### config.mk
export PLATFORM = sky130hd
export DESIGN_NAME = lisnoc_mp_simple_initiator
export DESIGN_NICKNAME = d
export VERILOG_FILES = /design/src/rtl/lisnoc_mp_simple_initiator_pkg.sv /design/src/rtl/lisnoc_mp_initiator_txbuf.sv /design/src/rtl/lisnoc_mp_simple_initiator.sv
export SDC_FILE = /design/constraint.sdc
export NUM_CORES = 1
export LEC_CHECK = 0
export CORE_MARGIN = 2
export CORE_UTILIZATION = 44
export DETAILED_ROUTE_END_ITERATION = 10
export DONT_BUFFER_PORTS = 1
export PLACE_DENSITY_LB_ADDON = 0.05
export RECOVER_POWER = 25
export SLEW_MARGIN = 0
export SYNTH_ARGS = -nofsm -noshare
export SYNTH_HDL_FRONTEND = slang
export SYNTH_SLANG_ARGS = --single-unit
### constraint.sdc
create_clock -name clk -period 2.8 [get_ports clk]
set_input_delay 0.42 -clock clk [delete_from_list [all_inputs] [get_ports clk]]
set_output_delay 0.42 -clock clk [all_outputs]
set_load 0.01 [all_outputs]
### src/rtl/lisnoc_mp_simple_initiator_pkg.sv
// rtl/lisnoc_mp_simple_initiator_pkg.sv - flit types, endpoint addresses and FSM states for the MP initiator
package lisnoc_mp_simple_initiator_pkg;

    localparam logic [1:0] FLIT_PAYLOAD = 2'b00;
    localparam logic [1:0] FLIT_HEADER  = 2'b01;
    localparam logic [1:0] FLIT_LAST    = 2'b10;
    localparam logic [1:0] FLIT_SINGLE  = 2'b11;

    localparam logic [5:0] MP_ADDR_DATA       = 6'h00;
    localparam logic [5:0] MP_ADDR_OUT_EMPTY  = 6'h10;
    localparam logic [5:0] MP_ADDR_IN_WAITING = 6'h18;

    typedef enum logic [2:0] {
        IDLE,
        TX_SIZE,
        TX_FLIT,
        RX_SIZE,
        RX_FLIT
    } state_t;

    // Type of the idx-th flit of a received message of the given length.
    function automatic logic [1:0] rx_flit_type(input int unsigned idx, input int unsigned size);
        if (size == 1)
            return FLIT_SINGLE;
        else if (idx == 0)
            return FLIT_HEADER;
        else if (idx == size - 1)
            return FLIT_LAST;
        return FLIT_PAYLOAD;
    endfunction

endpackage

### src/rtl/lisnoc_mp_initiator_txbuf.sv
// rtl/lisnoc_mp_initiator_txbuf.sv - single-packet TX buffer with saturating count and overflow pulse
module lisnoc_mp_initiator_txbuf #(
    parameter int noc_data_width = 32,
    parameter int size_width     = 4
) (
    input  logic                      clk,
    input  logic                      rst,
    input  logic [noc_data_width-1:0] data_in,
    input  logic                      last,
    input  logic                      valid,
    output logic                      ready,
    input  logic                      clear,
    input  logic [size_width-1:0]     rd_ptr,
    output logic [noc_data_width-1:0] rd_data,
    output logic [size_width-1:0]     count,
    output logic                      pkt_rdy,
    output logic                      overflow
);

    localparam int max_flits = 2**size_width - 1;
    localparam logic [size_width-1:0] full_count = size_width'(max_flits);

    logic [noc_data_width-1:0] mem [max_flits];
    logic                      accept;
    logic                      store;

    assign ready   = !pkt_rdy;
    assign accept  = valid && !pkt_rdy;
    assign store   = accept && (count != full_count);
    assign rd_data = mem[rd_ptr];

    always_ff @(posedge clk) begin
        if (store)
            mem[count] <= data_in;
    end

    // A dropped flit still closes the packet if it carries the end marker.
    always_ff @(posedge clk or posedge rst) begin
        if (rst) begin
            count    <= '0;
            pkt_rdy  <= 1'b0;
            overflow <= 1'b0;
        end else begin
            overflow <= accept && !store;
            if (clear) begin
                count   <= '0;
                pkt_rdy <= 1'b0;
            end else if (accept) begin
                if (store)
                    count <= count + 1'b1;
                if (last)
                    pkt_rdy <= 1'b1;
            end
        end
    end

endmodule

### src/rtl/lisnoc_mp_simple_initiator.sv
// rtl/lisnoc_mp_simple_initiator.sv - bus initiator moving flit streams through the simple MP endpoint
module lisnoc_mp_simple_initiator
    import lisnoc_mp_simple_initiator_pkg::*;
#(
    parameter int noc_data_width = 32,
    parameter int noc_type_width = 2,
    parameter int size_width     = 4
) (
    input  logic                                     clk,
    input  logic                                     rst,
    input  logic [noc_data_width+noc_type_width-1:0] tx_flit,
    input  logic                                     tx_valid,
    output logic                                     tx_ready,
    output logic [noc_data_width+noc_type_width-1:0] rx_flit,
    output logic                                     rx_valid,
    input  logic                                     rx_ready,
    output logic                                     tx_overflow,
    output logic [5:0]                               bus_addr,
    output logic                                     bus_we,
    output logic                                     bus_en,
    output logic [noc_data_width-1:0]                bus_data_in,
    input  logic [noc_data_width-1:0]                bus_data_out,
    input  logic                                     bus_ack,
    input  logic                                     irq
);

    localparam int fw = noc_data_width + noc_type_width;

    state_t                    state, state_nxt;
    logic                      bus_en_nxt, bus_we_nxt;
    logic [noc_data_width-1:0] bus_data_in_nxt;
    logic [size_width-1:0]     rd_ptr, rd_ptr_nxt, rd_addr;
    logic [size_width-1:0]     rx_size, rx_size_nxt;
    logic [size_width-1:0]     rx_idx, rx_idx_nxt;
    logic [fw-1:0]             rx_flit_nxt;
    logic                      rx_valid_nxt;
    logic                      buf_clear;
    logic [noc_data_width-1:0] rd_data;
    logic [size_width-1:0]     count;
    logic                      pkt_rdy;
    logic                      ack;
    logic [size_width-1:0]     size_rd;
    logic                      unused_bits;

    assign unused_bits = ^{tx_flit[noc_data_width], bus_data_out[noc_data_width-1:size_width]};
    assign bus_addr    = MP_ADDR_DATA;
    assign ack         = bus_en && bus_ack;
    assign size_rd     = bus_data_out[size_width-1:0];

    lisnoc_mp_initiator_txbuf #(
        .noc_data_width(noc_data_width),
        .size_width    (size_width)
    ) u_txbuf (
        .clk     (clk),
        .rst     (rst),
        .data_in (tx_flit[noc_data_width-1:0]),
        .last    (tx_flit[noc_data_width+1]),
        .valid   (tx_valid),
        .ready   (tx_ready),
        .clear   (buf_clear),
        .rd_ptr  (rd_addr),
        .rd_data (rd_data),
        .count   (count),
        .pkt_rdy (pkt_rdy),
        .overflow(tx_overflow)
    );

    always_comb begin
        state_nxt       = state;
        bus_en_nxt      = bus_en;
        bus_we_nxt      = bus_we;
        bus_data_in_nxt = bus_data_in;
        rd_ptr_nxt      = rd_ptr;
        rx_size_nxt     = rx_size;
        rx_idx_nxt      = rx_idx;
        rx_flit_nxt     = rx_flit;
        rx_valid_nxt    = rx_valid && !rx_ready;
        buf_clear       = 1'b0;
        // Prefetch address: the word to present after the current ack.
        rd_addr         = (state == TX_SIZE) ? '0 : rd_ptr + 1'b1;

        case (state)
            IDLE: begin
                if (irq) begin
                    state_nxt       = RX_SIZE;
                    bus_en_nxt      = 1'b1;
                    bus_we_nxt      = 1'b0;
                    bus_data_in_nxt = '0;
                end else if (pkt_rdy) begin
                    state_nxt       = TX_SIZE;
                    bus_en_nxt      = 1'b1;
                    bus_we_nxt      = 1'b1;
                    bus_data_in_nxt = '0;
                    bus_data_in_nxt[size_width-1:0] = count;
                end
            end
            TX_SIZE: begin
                if (ack) begin
                    state_nxt       = TX_FLIT;
                    rd_ptr_nxt      = '0;
                    bus_data_in_nxt = rd_data;
                end
            end
            TX_FLIT: begin
                if (ack) begin
                    if (rd_ptr == count - 1'b1) begin
                        state_nxt       = IDLE;
                        bus_en_nxt      = 1'b0;
                        bus_we_nxt      = 1'b0;
                        bus_data_in_nxt = '0;
                        buf_clear       = 1'b1;
                    end else begin
                        rd_ptr_nxt      = rd_ptr + 1'b1;
                        bus_data_in_nxt = rd_data;
                    end
                end
            end
            RX_SIZE: begin
                if (ack) begin
                    rx_size_nxt = size_rd;
                    rx_idx_nxt  = '0;
                    if (size_rd == '0) begin
                        state_nxt  = IDLE;
                        bus_en_nxt = 1'b0;
                    end else begin
                        state_nxt  = RX_FLIT;
                        bus_en_nxt = !rx_valid_nxt;
                    end
                end
            end
            RX_FLIT: begin
                if (ack) begin
                    rx_valid_nxt = 1'b1;
                    rx_flit_nxt  = '0;
                    rx_flit_nxt[noc_data_width +: 2] = rx_flit_type(32'(rx_idx), 32'(rx_size));
                    rx_flit_nxt[noc_data_width-1:0]  = bus_data_out;
                    bus_en_nxt   = 1'b0;
                    if (rx_idx == rx_size - 1'b1)
                        state_nxt = IDLE;
                    else
                        rx_idx_nxt = rx_idx + 1'b1;
                end else begin
                    // Hold off the next read until the consumer has taken the held flit.
                    bus_en_nxt = !rx_valid_nxt;
                end
            end
            default: state_nxt = IDLE;
        endcase
    end

    always_ff @(posedge clk or posedge rst) begin
        if (rst) begin
            state       <= IDLE;
            bus_en      <= 1'b0;
            bus_we      <= 1'b0;
            bus_data_in <= '0;
            rd_ptr      <= '0;
            rx_size     <= '0;
            rx_idx      <= '0;
            rx_flit     <= '0;
            rx_valid    <= 1'b0;
        end else begin
            state       <= state_nxt;
            bus_en      <= bus_en_nxt;
            bus_we      <= bus_we_nxt;
            bus_data_in <= bus_data_in_nxt;
            rd_ptr      <= rd_ptr_nxt;
            rx_size     <= rx_size_nxt;
            rx_idx      <= rx_idx_nxt;
            rx_flit     <= rx_flit_nxt;
            rx_valid    <= rx_valid_nxt;
        end
    end

endmodule

==> run_results.csv <==
group,metric,value,unit
status,outcome,"complete, but fails checks",
status,violations,"capacitance limit, slew limit",
finish,nets,1633,
sta,fin_skew,0.0205,ns
floorplan,rows,84,
clock_network,clk_latency,0.60,ns
sta,finalCriticalPeriod,2.50,ns
synth,synth_edf_count,480,
route,wl,56300,µm
synth,synth_cell_types,67,
worst_setup_path,critical_path.slowest_cell,"dfrtp_4",
route,wl_per_cell,24.5,µm
pwr,peakVddDrop,0.000613,V
synth,ys_seq_elements,570,
grt,grt_pass1_vias,13000,
worst_setup_path,cp.arrival,2.96,ns
grt,grt_pass1_wl,84300,µm
finish,finish.utilization,51.9,%
floorplan,core-area,52300,µm²
sta,rsz0062_at_grt,"false",
clock_network,cts_buffer_depth,3,
worst_setup_path,r2r-start,"rd_ptr[0]",
route,initialDrtViolationCount,859,
synth,synth_seq_area_share,71.9,%
pwr,switching_share,33.9,%
synth,yosys.area_share.simple,5.59,%
sta,drv_slew,27,
route,vias_per_cell,5.60,
worst_setup_path,cp_max_fo,45,
worst_setup_path,setup.worst_path.end_class,"register",
pwr,p_seq_share,36.5,%
finish,area_growth,17.2,%
worst_setup_path,critical-path-top-delay-family,"simple AND/OR/NAND/NOR gates",
pwr,p_clk_share,28.8,%
synth,synthAdderAreaFrac,0.486,%
sta,finalSetupViolCount,0,
clock_network,cts_buffers,66,
clock_network,clk_pin_slew,0.06,ns
floorplan,initial_core_util,44.3,%
clock_network,cts_resized,0,
route,drc,0,
synth,yosys_warnings,0,
worst_setup_path,path_buf_inv,2,
clock_network,clockRootBuffer,"clkbuf_16",
worst_setup_path,critical_path_class,"register to register",
min_path,min_from,"rx_ready",
worst_setup_path,cp-start-kind,"register",
route,final_antenna_net_count,0,
synth,synth_area,23200,µm²
synth,synthArstFlopShare,15.8,%
synth,synth.area.mux_share,9.10,%
floorplan,dieArea,54500,µm²
route,routed-via-count,12900,
floorplan,die_y,233,µm
sta,holdWs,0.0796,ns
clock_network,cts_tree,"done",
sta,relSlewSlack,-7.02,%
pwr,p_per_area,1050,nW/µm²
min_path,hp-class,"input port to register",
worst_setup_path,required,3.26,ns
sta,timing.final.ws_setup,0.301,ns
place,dp_hpwl,30200,µm
synth,syn-instance-count,1450,
pwr,p_switching,9.64,mW
clock_network,cts_setup_buffers,0,
job,drv_cap,1,
sta,worstMarginPinSlew,1.60,ns
worst_setup_path,cp_cell_sequence,"buf_12, nand3_1, xnor2_2, nand2_1, buf_4, nor4_1, o31ai_1",
clock_network,hold_buffers,68,
sta,period_share,89.3,%
synth,synth-xor-area-share,0.875,%
grt,grt_max_degree,71,
grt,gr-total-overflow,0,
sta,fmax,400,MHz
clock_network,clock-sinks,570,
sta,hold_viol,0,
floorplan,die_w,233,µm
pwr,pwr-share-comb,34.7,%
pwr,p_int,18.8,mW
synth,synth_top_family_by_area,"compound AO/OA/AOI/OAI gates",
worst_setup_path,crit_start,"rd_ptr[0]",
place,io_buffers,0,
place,gp_congestion,0.722,
synth,synth_compound_area_share,9.48,%
synth,synth_flop_cell,"edfxtp_1",
worst_setup_path,cpPeakStageDelay,0.45,ns
floorplan,ioPinCount,149,
finish,drive_above_1_share,15.8,%
grt,track_usage,21.1,%
pwr,leakagePower,9.41,nW
place,dp_slack,0.330,ns
route,drt-pass1-iter-count,7,
sta,tns,0,ns
synth,synth.avg_cell_area,16.0,µm²
grt,antenna_found_initial,5,
clock_network,htree_levels,3,
==> per-layer routing <==
layer	GRT usage (%)	part of all wire, %	routed length (µm)	vias to the layer above
met3	4.35	4.8	2700	98
met1	28.4	44	24900	6568
met2	34.9	48	27300	280
li1	-	-	-	5919
met4	5.97	2.5	1390	4
met5	0	0.034	19	-
==> cell type report <==
cell class / instances / area (µm²)
Clock buffer: 103 / 1850
Sequential cell: 570 / 16700
Tap cell: 688 / 861
Clock inverter: 19 / 204
Fill cell: 4281 / 25200
Timing Repair Buffer: 135 / 1520
Inverter: 14 / 53.8
Multi-Input combinational cell: 765 / 6000
Antenna cell: 3 / 7.51
==> power groups by stage <==
stage / Clock, mW / Combinational (mW) / Sequential (mW)
finish: 8.21 / 9.88 / 10.4
global route: 8.72 / 10.8 / 10.5
CTS: 8.40 / 9.99 / 10.4
detailed placement: 0 / 9.79 / 10.6
global placement: 0 / 9.73 / 10.6
floorplan: 0 / 6.84 / 10.4
==> cells in the mapped netlist (all sizes together), types with 4 or more instances <==
| library cell | count | area [µm²] |
|---|---|---|
| mux2i | 96 | 961 |
| a21oi | 76 | 384 |
| nor2 | 30 | 113 |
| a211oi | 32 | 240 |
| clkbuf | 47 | 176 |
| o2111ai | 27 | 236 |
| mux2 | 36 | 405 |
| dfrtp | 90 | 2250 |
| nand2b | 32 | 200 |
| or3 | 30 | 189 |
| nor4 | 4 | 25.0 |
| a32o | 27 | 270 |
| o31ai | 6 | 45.0 |
| mux4 | 33 | 743 |
| o211ai | 57 | 428 |
| xnor2 | 9 | 86.3 |
| nand3 | 5 | 30.0 |
| and3 | 4 | 26.3 |
| buf | 58 | 347 |
| xor2 | 8 | 70.1 |
| and2 | 17 | 108 |
| nand2 | 101 | 379 |
| ha | 9 | 113 |
| edfxtp | 480 | 14400 |
| o211a | 4 | 40.0 |
| a2bb2oi | 27 | 236 |
| o21ai | 39 | 195 |
| nor3 | 17 | 96.4 |
| inv | 14 | 52.6 |
==> flip-flops by register name (all words and copies together) (netlist names) <==
signal            cells
bus_data_in          32
u_txbuf.overflow      1
rx_valid              1
bus_we                1
rx_flit              34
u_txbuf.count         4
u_txbuf.mem         480
rx_size               4
u_txbuf.pkt_rdy       1
bus_en                1
state                 3
rx_idx                4
rd_ptr                4
==> worst paths after layout <==
kind,depth (start not counted),slack [ns],endpoint
setup / recovery,7,0.30,bus_data_in[2]
hold / removal,2,0.08,rx_valid
setup reg to reg,7,0.30,bus_data_in[2]
hold reg to reg,2,0.56,rx_size[3]
max in group asynchronous,3,1.14,rd_ptr[0]
min in group asynchronous,2,0.67,rx_flit[18]
==> kinds of logic after synthesis <==
family / Yosys count
flip-flops: 570
AO/OA/AOI/OAI: 310
AND/OR/NAND/NOR: 256
multiplexers: 165
buffers and inverters: 120
XOR/XNOR: 19
adder cells (fa/ha/maj): 9
other: 1
==> cell usage in the layout, fill, tap and decap left out, types with 5 or more instances in the layout <==
| cell type | count |
|---|---|
| dfrtp_1 | 89 |
| and2_2 | 13 |
| mux2i_1 | 96 |
| or3_1 | 29 |
| dlygate4sd3_1 | 68 |
| o2111ai_1 | 27 |
| buf_12 | 27 |
| xor2_1 | 7 |
| clkinv_1 | 5 |
| a21oi_1 | 75 |
| a211oi_1 | 32 |
| conb_1 | 6 |
| nor2_1 | 30 |
| mux4_2 | 33 |
| nor3_1 | 15 |
| xnor2_1 | 8 |
| nand2b_1 | 32 |
| a2bb2oi_1 | 27 |
| ha_1 | 8 |
| clkbuf_16 | 67 |
| edfxtp_1 | 480 |
| o211ai_1 | 57 |
| mux2_2 | 36 |
| o31ai_1 | 6 |
| clkbuf_1 | 32 |
| o21ai_0 | 39 |
| buf_4 | 40 |
| a32o_1 | 27 |
| nand2_1 | 101 |
| inv_1 | 13 |
==> stage by stage <==
stage | std cells | area, µm² | total power, mW
floorplan | 1455 | 23200 | 17.2
global route | 2296 | 27200 | 30.0
global placement | 2104 | 24400 | 20.3
detailed placement | 2104 | 24400 | 20.3
finish | 2297 | 27200 | 28.5
CTS | 2294 | 27200 | 28.8
==> worst reg2reg max path, delay by kind of cell (launching register included) <==
family	cells	cell delay, ns
AOI/OAI and AO/OA	1	0.11
xor gates and xnor gates	1	0.41
buffers and inverters	2	0.57
DFF	1	0.45
and+or+nand+nor	3	0.82
(Power assumes the default switching activity.)
